==> config.mk <==
export PLATFORM = sky130hd
export DESIGN_NAME = seg7_pattern_decoder
export DESIGN_NICKNAME = d
export VERILOG_FILES = /design/src/rtl/seg7_pkg.sv /design/src/rtl/seg7_stable_filter.sv /design/src/rtl/seg7_pattern_decoder.sv
export SDC_FILE = /design/constraint.sdc
export NUM_CORES = 1
export LEC_CHECK = 0
export CORE_ASPECT_RATIO = 1.75
export CORE_UTILIZATION = 54
export DETAILED_ROUTE_END_ITERATION = 16
export GPL_ROUTABILITY_DRIVEN = 0
export PLACE_DENSITY = 0.74
export RECOVER_POWER = 50
export SYNTH_ARGS = -nofsm -noshare
export SYNTH_HDL_FRONTEND = slang
export SYNTH_HIERARCHICAL = 1
export SYNTH_SLANG_ARGS = --single-unit
export TNS_END_PERCENT = 20
==> constraint.sdc <==
create_clock -name clk -period 5.65 [get_ports clk]
set_clock_uncertainty 0.1 [all_clocks]
set_input_delay 0.8475 -clock clk [delete_from_list [all_inputs] [get_ports clk]]
set_output_delay 0.8475 -clock clk [all_outputs]
set_load 0.01 [all_outputs]
==> src/rtl/seg7_pkg.sv <==
// Shared seven-segment definitions: digit table, blank pattern, decoder FSM state.
// The encoder indexes SEG_TABLE too, so both directions use one table.
package seg7_pkg;

   localparam logic [6:0] SEG_BLANK = 7'b1111111;

   // Active-low {g,f,e,d,c,b,a} pattern for each hex digit, indexed by digit value.
   localparam logic [6:0] SEG_TABLE [16] = '{
      7'b1000000, 7'b1111001, 7'b0100100, 7'b0110000,
      7'b0011001, 7'b0010010, 7'b0000010, 7'b1111000,
      7'b0000000, 7'b0010000, 7'b0001000, 7'b0000011,
      7'b1000110, 7'b0100001, 7'b0000110, 7'b0001110
   };

   typedef logic [0:0] state_t;
   localparam state_t StEmpty = 1'b0;
   localparam state_t StFull  = 1'b1;

   typedef struct packed {
      logic       hit;
      logic [3:0] digit;
   } seg_dec_t;

   function automatic seg_dec_t seg_decode(input logic [6:0] pat);
      seg_dec_t res;
      res.hit   = 1'b0;
      res.digit = 4'd0;
      for (int i = 0; i < 16; i++) begin
         if (pat == SEG_TABLE[i]) begin
            res.hit   = 1'b1;
            res.digit = 4'(i);
         end
      end
      return res;
   endfunction

endpackage

==> src/rtl/seg7_stable_filter.sv <==
// Debounces the segment bus: a pattern qualifies once after STABLE_CYCLES+1 identical samples,
// and a repeat of the previously qualified pattern is suppressed until something else qualifies.
module seg7_stable_filter
   import seg7_pkg::*;
#(
   parameter int unsigned STABLE_CYCLES = 4
) (
   input  logic       clk,
   input  logic       rst,
   input  logic [6:0] seg_in,
   output logic       qualify,
   output logic [6:0] pattern
);

   localparam logic [7:0] CntMax = 8'(STABLE_CYCLES - 1);

   logic [6:0] seg_q, seg_d;
   logic [6:0] last_seg_q, last_seg_d;
   logic [7:0] stab_cnt_q, stab_cnt_d;
   logic       same;

   always_comb begin
      same       = (seg_in == seg_q);
      qualify    = same && (stab_cnt_q == CntMax) && (seg_q != last_seg_q);
      seg_d      = seg_q;
      stab_cnt_d = stab_cnt_q;
      last_seg_d = last_seg_q;
      if (!same) begin
         seg_d      = seg_in;
         stab_cnt_d = 8'd0;
      end else if (stab_cnt_q < CntMax) begin
         stab_cnt_d = stab_cnt_q + 8'd1;
      end
      if (qualify) begin
         last_seg_d = seg_q;
      end
   end

   always_ff @(posedge clk) begin
      if (rst) begin
         seg_q      <= SEG_BLANK;
         stab_cnt_q <= 8'd0;
         last_seg_q <= SEG_BLANK;
      end else begin
         seg_q      <= seg_d;
         stab_cnt_q <= stab_cnt_d;
         last_seg_q <= last_seg_d;
      end
   end

   assign pattern = seg_q;

endmodule

==> src/rtl/seg7_pattern_decoder.sv <==
// Decodes a debounced active-low segment bus back to a hex digit with a valid/ready output,
// flagging and counting patterns that are neither a digit nor blank.
module seg7_pattern_decoder
   import seg7_pkg::*;
#(
   parameter int unsigned STABLE_CYCLES = 4,
   parameter int unsigned ERR_W         = 8
) (
   input  logic             clk,
   input  logic             rst,
   input  logic [6:0]       seg_in,
   input  logic             out_ready,
   input  logic             clr_flags,
   output logic [3:0]       value_out,
   output logic             value_valid,
   output logic             bad_pattern,
   output logic             overrun,
   output logic [ERR_W-1:0] err_cnt
);

   localparam logic [ERR_W-1:0] ErrMax = {ERR_W{1'b1}};
   localparam logic [ERR_W-1:0] ErrOne = ERR_W'(1);

   logic       qualify;
   logic [6:0] pattern;
   seg_dec_t   dec;
   logic       hit, illegal;

   state_t           state_q, state_d;
   logic [3:0]       value_q, value_d;
   logic             bad_q, bad_d;
   logic             overrun_q, overrun_d;
   logic [ERR_W-1:0] err_q, err_d;

   seg7_stable_filter #(
      .STABLE_CYCLES(STABLE_CYCLES)
   ) u_filter (
      .clk    (clk),
      .rst    (rst),
      .seg_in (seg_in),
      .qualify(qualify),
      .pattern(pattern)
   );

   always_comb begin
      dec     = seg_decode(pattern);
      hit     = qualify && dec.hit;
      illegal = qualify && !dec.hit && (pattern != SEG_BLANK);

      state_d   = state_q;
      value_d   = value_q;
      bad_d     = illegal;
      overrun_d = clr_flags ? 1'b0 : overrun_q;
      err_d     = clr_flags ? '0 : err_q;

      case (state_q)
         StEmpty: begin
            if (hit) begin
               value_d = dec.digit;
               state_d = StFull;
            end
         end
         StFull: begin
            // A hit coinciding with a transfer replaces the consumed digit, so it is no overrun.
            if (hit) begin
               value_d = dec.digit;
               if (!out_ready) overrun_d = 1'b1;
            end else if (out_ready) begin
               state_d = StEmpty;
            end
         end
         default: state_d = StEmpty;
      endcase

      if (illegal && (err_d != ErrMax)) begin
         err_d = err_d + ErrOne;
      end
   end

   always_ff @(posedge clk) begin
      if (rst) begin
         state_q   <= StEmpty;
         value_q   <= 4'd0;
         bad_q     <= 1'b0;
         overrun_q <= 1'b0;
         err_q     <= '0;
      end else begin
         state_q   <= state_d;
         value_q   <= value_d;
         bad_q     <= bad_d;
         overrun_q <= overrun_d;
         err_q     <= err_d;
      end
   end

   assign value_out   = value_q;
   assign value_valid = (state_q == StFull);
   assign bad_pattern = bad_q;
   assign overrun     = overrun_q;
   assign err_cnt     = err_q;

endmodule

==> impl_metrics.json, run 1 <==
{
  "grt_pass1_vias": 1544,
  "worst_ep_arrival_time_ns": 3.80,
  "cp_max_fo": 10,
  "row_count": 29,
  "initial_core_util_pct": 55.9,
  "io_buffers": 25,
  "r2r_cells": 9,
  "muxShareOfSynthArea_pct": 4.55,
  "track_usage_pct": 22.6,
  "drive_gt1_share_pct": 12.0,
  "hold_class": "reg2reg",
  "synth_xor_area_share_pct": 7.41,
  "cts.sinks": 37,
  "grt_first_pass_wirelength_um": 6450,
  "netlist_area_um2": 2010,
  "final-instance-count-excl-fill": 288,
  "power_leakage_nw": 0.911,
  "drc": 0,
  "avgSynthCellArea_um2": 9.18,
  "period_minus_slack_ns": 3.72,
  "multi_input_area_um2": 1150,
  "drv_slew": 0,
  "area_delta_synth_final_pct": 16.4,
  "timing_hold_violations_final": 0,
  "top_layer_used": "met4",
  "wl_met2_um": 2140,
  "status": "completed",
  "cts_buffer_depth": 2,
  "crit_type": "in2reg",
  "worstHoldEndpoint": "overrun",
  "syn_nets": 232,
  "cts_resized": 0,
  "setup_tns_ns": 0,
  "first_pass_iters": 5,
  "postLayoutCoreUtil_pct": 65.1,
  "routedWlPerCell_um": 13.6,
  "fmax_ghz": 0.269,
  "r2r-end": "err_cnt[2]",
  "post_cts_buffers": 0,
  "fin_nets": 254,
  "io_pins": 26,
  "core_area_um2": 3590,
  "ys_seq_area_share_pct": 36.9,
  "ys_warn_count": 6,
  "dieArea_um2": 3980,
  "dp_hpwl_um": 2750,
  "startpoint": "seg_in[6]",
  "critPathLaunchType": "input pin",
  "antenna_found_initial": 0,
  "overflow": 0,
  "cts_buffers": 5,
  "synth_seq_cells": 37,
  "ff_latch_area_um2": 741,
  "syn_inst": 219,
  "finalCritPeriodShare_pct": 65.8,
  "vias": 1657,
  "antenna_cells": 0,
  "r2r_slack_ns": 2.22,
  "placedCellCount": 280,
  "synth_top_family_by_area": "simple AND/OR/NAND/NOR gates",
  "cp-end-kind": "register",
  "first_iter_violations": 30,
  "drt-met1-wl_um": 1630,
  "relSlewSlack_pct": 6.39,
  "ir_worst_vdd_v": 0.000242,
  "met3WireLength_um": 88,
  "fillers": 307,
  "rsz0062_at_grt": "false",
  "synth_cell_types": 56,
  "htreeDepth": 2,
  "synth-compound-area-share_pct": 13.6,
  "drv_cap": 0,
  "cts_tree": "built",
  "die_h_um": 82.7,
  "holdCritStartpoint": "overrun",
  "drtAntennaViolNets": 0,
  "synth_fa_ha_area_share_pct": 1.25,
  "synthSimpleGateAreaFrac_pct": 30.6,
  "whs_path_depth": 2,
  "worst_pin_slew_ns": 1.40,
  "die_w_um": 48.1,
  "p_per_area_nw_per_um2": 233,
  "path_clk_slew_ns": 0.07,
  "cts-root-buf": "clkbuf_8",
  "setup_viol_count_final": 0,
  "reg2reg_from": "u_filter/pattern[3]",
  "viasPerCell": 5.75,
  "critPathRequiredTime_ns": 5.73,
  "hold_buffers": 0,
  "routed_wl_um": 3930,
  "grt_max_degree": 37,
  "p_total_mw": 0.545,
  "insertion_delay_ns": 0.29
}
==> per-layer routing <==
metal / track usage (%) / vias up
met1: 22.7 / 785
met3: 5.65 / 6
met5: 0 / -
met4: 11.7 / 0
li1: - / 835
met2: 40.3 / 31
==> sequential cells by signal, indices dropped and copies added, names as in the netlist <==
| signal | flops |
|---|---|
| u_filter/stab_cnt_q | 8 |
| bad_pattern | 1 |
| overrun | 1 |
| value_valid | 1 |
| value_out | 4 |
| u_filter/pattern | 7 |
| u_filter/last_seg_q | 7 |
| err_cnt | 8 |
==> cell families after synthesis <==
| group | Yosys count |
|---|---|
| AND/OR/NAND/NOR | 100 |
| AO/OA/AOI/OAI | 39 |
| flip-flops | 37 |
| XOR/XNOR | 17 |
| buffers and inverters | 15 |
| multiplexers | 9 |
| adder cells (fa/ha/maj) | 2 |
==> worst max path at each step <==
| stage | end | cells after the start |
|---|---|---|
| floorplan | err_cnt[2] | 10 |
| global placement | err_cnt[2] | 10 |
| detailed placement | err_cnt[2] | 10 |
| CTS | err_cnt[2] | 10 |
| global route | err_cnt[2] | 10 |
| finish | err_cnt[2] | 10 |
==> layout by cell type, fill, tap and decap left out, types with 7 or more instances in the layout <==
cell             count
nor3_1               7
o21ai_0             10
or2_2                8
mux2i_1              8
xnor2_1             12
clkdlybuf4s50_1      9
nand4_1              7
dfxtp_1             37
dlygate4sd3_1       16
nor2_1              24
nand2_1              8
and2_1               7
a21oi_1             11
==> cell type report <==
cell class | instances | area share [%]
multi-input combinational | 167 | 49.4
tap | 46 | 2.46
clock buffer | 7 | 3.69
inverter | 4 | 0.642
clock inverter | 1 | 1.28
timing repair buffer | 26 | 10.9
sequential | 37 | 31.7
==> stage by stage <==
stage | instance area (um^2) | hold WS (ns) | setup slack (ns)
CTS | 2340 | 0.366 | 1.97
floorplan | 2010 | 0.331 | 2.28
global route | 2340 | 0.400 | 1.73
global placement | 2230 | 0.341 | 1.72
detailed placement | 2230 | 0.344 | 1.66
finish | 2340 | 0.357 | 1.93
==> critical path, cell delays in order <==
cell	delay [ns]
clkdlybuf4s50_1	0.50
xnor2_1	0.13
nand4_1	0.18
nor3_4	0.47
o41a_2	0.36
o21ai_0	0.21
a31oi_2	0.28
nor4b_4	0.39
nand2_1	0.12
mux2_1	0.31
==> synthesized netlist by cell type, drive strengths merged <==
master / instances / share of area (%)
dfxtp: 37 / 37
nor2: 24 / 4.5
xnor2: 12 / 5.2
a21oi: 11 / 2.7
o21ai: 10 / 2.5
and2: 8 / 2.6
mux2i: 8 / 4.0
nand2: 8 / 1.5
nor3: 8 / 2.6
or2: 8 / 2.5
clkbuf: 7 / 3.3
nand4: 7 / 2.2
and3b: 5 / 2.2
nand3: 5 / 1.5
xor2: 5 / 2.2
buf: 4 / 1.6
inv: 4 / 0.75
nand2b: 4 / 1.2
or3: 4 / 1.5
a211oi: 3 / 1.1
nor2b: 3 / 0.93
nor3b: 3 / 1.1
nor4: 3 / 1.2
o311a: 3 / 2.1
a21boi: 2 / 0.75
and3: 2 / 0.69
and4b: 2 / 1.1
ha: 2 / 1.2
nor4b: 2 / 1.6
a21o: 1 / 0.37
a22o: 1 / 0.44
a22oi: 1 / 0.37
a311oi: 1 / 0.44
a31oi: 1 / 0.62
a32oi: 1 / 0.44
and2b: 1 / 0.44
mux2: 1 / 0.56
nand3b: 1 / 0.37
nor4bb: 1 / 0.50
o211ai: 1 / 0.37
o31ai: 1 / 0.37
o41a: 1 / 0.62
o41ai: 1 / 0.44
or4: 1 / 0.44
==> power breakdown <==
group	switching, mW	internal, mW	total, mW
clock network	0.0893	0.144	0.233
registers	0.0119	0.263	0.275
logic	0.0171	0.0198	0.0368
No activity file was read; power rests on OpenSTA's default activity.
==> inputs of run 2 (changes only) <==
Settings changed: CORE_UTILIZATION 54 to 49, PLACE_DENSITY 0.74 to 0.71.
Clock period 5.65 ns to 3 ns, I/O delays scaled along.
==> impl_metrics.json, run 2 (synthesis gave the netlist of run 1 again) <==
{
  "antenna_cells": 0,
  "drv_slew": 0,
  "worst_ep_arrival_time_ns": 2.70,
  "r2r_cells": 9,
  "row_count": 30,
  "die_h_um": 86.7,
  "vias": 1644,
  "drive_gt1_share_pct": 15.1,
  "io_buffers": 25,
  "grt_first_pass_wirelength_um": 6980,
  "r2r-end": "err_cnt[2]",
  "cts_resized": 0,
  "first_pass_iters": 4,
  "mostFrequentLayoutCells": "dfxtp_1 (37), nor2_1 (24), dlygate4sd3_1 (14)",
  "p_per_area_nw_per_um2": 394,
  "cts_tree": "built",
  "whs_path_depth": 1,
  "cts_buffers": 5,
  "relSlewSlack_pct": 47.6,
  "cp-end-kind": "register",
  "core_area_um2": 3900,
  "holdCritStartpoint": "u_filter/stab_cnt_q[6]",
  "final_common_cell": "dfxtp_1",
  "timing_hold_violations_final": 0,
  "routed_wl_um": 4130,
  "track_usage_pct": 21.1,
  "place_area_um2": 2300,
  "post_cts_buffers": 0,
  "die_w_um": 50.4,
  "viasPerCell": 5.48,
  "critPathLaunchType": "input pin",
  "drc": 0,
  "overflow": 0,
  "initial_core_util_pct": 51.5,
  "routedWlPerCell_um": 13.8,
  "critPathRequiredTime_ns": 3.08,
  "cts_buffer_depth": 2,
  "insertion_delay_ns": 0.30,
  "antenna_found_initial": 0,
  "rsz0062_at_grt": "false",
  "dieArea_um2": 4370,
  "htreeDepth": 2,
  "path_clk_slew_ns": 0.08,
  "setup_tns_ns": 0,
  "crit_type": "in2reg",
  "fin_nets": 264,
  "grt_pass1_vias": 1529,
  "io_pins": 26,
  "drtAntennaViolNets": 0,
  "cp_max_fo": 4,
  "hold_class": "reg2reg",
  "drv_cap": 0,
  "setup_viol_count_final": 0,
  "reg2reg_from": "u_filter/pattern[0]",
  "hold_buffers": 0,
  "worst_pin_slew_ns": 0.787,
  "dp_hpwl_um": 2950,
  "finalCritPeriodShare_pct": 87.2,
  "r2r_slack_ns": 0.42,
  "finalInstanceArea_um2": 2380,
  "status": "completed",
  "area_delta_synth_final_pct": 18.4,
  "grt_max_degree": 23,
  "first_iter_violations": 31,
  "period_minus_slack_ns": 2.62,
  "worstHoldEndpoint": "u_filter/stab_cnt_q[6]",
  "power_leakage_nw": 0.935,
  "ir_worst_vdd_v": 0.000411,
  "cts.sinks": 37,
  "fmax_ghz": 0.382,
  "cts-root-buf": "clkbuf_8"
}
==> run 2: changes by cell type in the layout (fill, tap and decap cells not counted) <==
cell,delta
clkbuf_1,+1
clkinv_2,+2
bufinv_16,-1
dlygate4sd3_1,-2
buf_4,+9
clkbuf_8,-1
clkdlybuf4s50_1,+2
==> run 2: metal layers <==
| metal | vias up | global-route usage [%] | wire (um) |
|---|---|---|---|
| met5 | - | 0 | 0 |
| met4 | 0 | 13.6 | 108 |
| met3 | 8 | 4.21 | 107 |
| met2 | 31 | 35.8 | 2130 |
| met1 | 756 | 23.3 | 1790 |
| li1 | 849 | - | - |
==> run 2: worst max-delay path by stage <==
stage	startpoint	to	slack (ns)	cells past startpoint
after floorplan	seg_in[6]	err_cnt[2]	0.03	10
after global placement	seg_in[6]	err_cnt[2]	0.13	10
after detailed placement	seg_in[0]	err_cnt[2]	0.03	10
after CTS	seg_in[0]	err_cnt[2]	0.35	10
after global routing	seg_in[6]	err_cnt[2]	0.15	10
final	seg_in[6]	err_cnt[2]	0.38	10
==> run 2: critical path, stage by stage <==
cell and delay [ns]:
clkdlybuf4s50_1 0.48, xnor2_1 0.12, nand4_1 0.21, nor3_4 0.22, o41a_2 0.17, o21ai_0 0.13
a31oi_2 0.25, nor4b_4 0.25, nand2_1 0.09, mux2_1 0.32
==> run 2: final cells by class <==
class	count	area [um^2]
Sequential cell	37	741
Timing Repair Buffer	36	325
Clock inverter	2	10.0
Tap cell	48	60.1
Multi-Input combinational cell	167	1150
Clock buffer	6	72.6
Inverter	4	15.0
Fill cell	370	1530
==> run 2: per-stage QoR <==
stage                     std cells  hold WS [ns]  utilization, %  setup WS (ns)  power (mW)
after global placement          292         0.337            59.0          0.126       0.606
final                           300         0.366            60.9          0.383       0.937
after CTS                       300         0.366            61.1          0.346       0.945
after global routing            300         0.372            60.9          0.151       0.968
after detailed placement        292         0.348            59.0         0.0315       0.606
after floorplan                 219         0.331               -         0.0307       0.578
==> run 2: power breakdown <==
group / switching (mW) / total, mW / internal [mW] / leakage [nW]
combinational: 0.0443 / 0.0860 / 0.0417 / 0.590
clock: 0.182 / 0.343 / 0.161 / 0.0450
sequential: 0.0115 / 0.507 / 0.496 / 0.300
==> inputs of run 3 (changes only) <==
Settings changed: REMOVE_ABC_BUFFERS from default to 1, SKIP_CTS_REPAIR_TIMING from default to 1.
==> impl_metrics.json, run 3 (synthesis gave the netlist of run 1 again) <==
{
  "cts-root-buf": "clkbuf_8",
  "area_delta_synth_final_pct": 20.2,
  "power_leakage_nw": 0.959,
  "io_buffers": 25,
  "grt_first_pass_wirelength_um": 6690,
  "critPathLaunchType": "input pin",
  "fillers": 347,
  "fmax_ghz": 0.375,
  "cts_tree": "built",
  "holdWs_ns": 0.361,
  "combPwrFrac_pct": 8.9,
  "power.internal_mw": 0.809,
  "drive_gt1_share_pct": 15.5,
  "power_frac_seq_pct": 48.3,
  "worst_ep_arrival_time_ns": 2.75,
  "io_pins": 26,
  "relSlewSlack_pct": 45.3,
  "mostFrequentLayoutCells": "dfxtp_1 (37), nor2_1 (24), dlygate4sd3_1 (16)",
  "antenna_found_initial": 0,
  "cts.sinks": 37,
  "antenna_cells": 0,
  "grt_max_degree": 23,
  "placedCellCount": 292,
  "worst-path-buf-inv": 1,
  "first_iter_violations": 41,
  "routed_wl_um": 4050,
  "crit_family": "simple AND/OR/NAND/NOR gates",
  "rsz0062_at_grt": "false",
  "critPathRequiredTime_ns": 3.08,
  "track_usage_pct": 20.2,
  "cpPeakStageDelay_ns": 0.49,
  "core_area_um2": 3900,
  "period_minus_slack_ns": 2.67,
  "dieArea_um2": 4370,
  "routedWlPerCell_um": 13.5,
  "drv_slew": 0,
  "crit_chain": "clkdlybuf4s50_1, xnor2_1, nand4_1, nor3_4, o41a_2, o21ai_0, a31oi_2, nor4b_4, nand2_1, mux2_1",
  "final-instance-count-excl-fill": 300,
  "insertion_delay_ns": 0.29,
  "viasPerCell": 5.51,
  "drv_cap": 0,
  "p_per_area_nw_per_um2": 430,
  "worst_pin_slew_ns": 0.821,
  "drc": 0,
  "power.switching_mw": 0.229,
  "timing_hold_violations_final": 0,
  "die_w_um": 50.4,
  "cts_buffers": 5,
  "cp-end-kind": "register",
  "grt_pass1_vias": 1489,
  "row_count": 30,
  "swShare_pct": 22.1,
  "fin_nets": 264,
  "dp_hpwl_um": 2930,
  "path_clk_slew_ns": 0.08,
  "htreeDepth": 2,
  "ir_worst_vdd_v": 0.000393,
  "clkPwrFrac_pct": 42.9,
  "status": "completed",
  "initial_core_util_pct": 51.5,
  "cp_max_fo": 4,
  "setup_tns_ns": 0,
  "setup_viol_count_final": 0,
  "overflow": 0,
  "finalCritPeriodShare_pct": 88.9,
  "drtAntennaViolNets": 0,
  "vias": 1654,
  "first_pass_iters": 4,
  "hold_class": "reg2reg",
  "crit_type": "in2reg",
  "p_total_mw": 1.04,
  "crit_slowest_cell": "clkdlybuf4s50_1",
  "cts_buffer_depth": 2,
  "die_h_um": 86.7,
  "final_common_cell": "dfxtp_1"
}
## run 3: worst reg2reg max path, delay by kind of cell (launching register included)
kind | cells | cell delay [ns]
compound gates | 3 | 0.57
xor+xnor | 1 | 0.17
flops | 1 | 0.58
mux | 1 | 0.31
simple gates | 4 | 0.76
## run 3: worst paths after layout
check                    startpoint                      to  slack (ns)  depth (start not counted)
max                       seg_in[1]              err_cnt[2]        0.33                         10
min          u_filter/stab_cnt_q[5]  u_filter/stab_cnt_q[5]        0.36                          1
min reg2reg  u_filter/stab_cnt_q[5]  u_filter/stab_cnt_q[5]        0.36                          1
max reg2reg     u_filter/pattern[5]              err_cnt[2]        0.41                          9
## run 3: through the flow
stage | cell area (um^2) | setup WS (ns) | util, %
global placement | 2300 | 0.116 | 59.0
finish | 2420 | 0.332 | 61.9
global route | 2420 | 0.158 | 61.9
floorplan | 1910 | 0.0886 | -
CTS | 2420 | 0.282 | 62.0
detailed placement | 2300 | -0.0316 | 59.0
## run 3: routing by layer
metal	part of all wire, %	track usage (%)	vias to the layer above
met5	0	0	-
met4	1.6	10.6	0
met3	2.6	4.04	4
met2	53	35.8	33
met1	42	22.0	767
li1	-	-	850
## run 3: final cells by class
type                            count  area [um^2]  area share, %
Multi-Input combinational cell    167         1150           47.8
Timing Repair Buffer               36          329           13.6
Clock inverter                      1         30.0           1.24
Clock buffer                        7         86.3           3.57
Sequential cell                    37          741           30.7
Tap cell                           48         60.1           2.49
Inverter                            4         15.0          0.621
## run 3: power groups by stage
stage | sequential (mW) | clock [mW] | combinational [mW]
after floorplan | 0.523 | 0 | 0.0408
after global placement | 0.513 | 0 | 0.0928
after detailed placement | 0.513 | 0 | 0.0933
after CTS | 0.501 | 0.455 | 0.0938
after global routing | 0.502 | 0.473 | 0.102
final | 0.501 | 0.445 | 0.0924
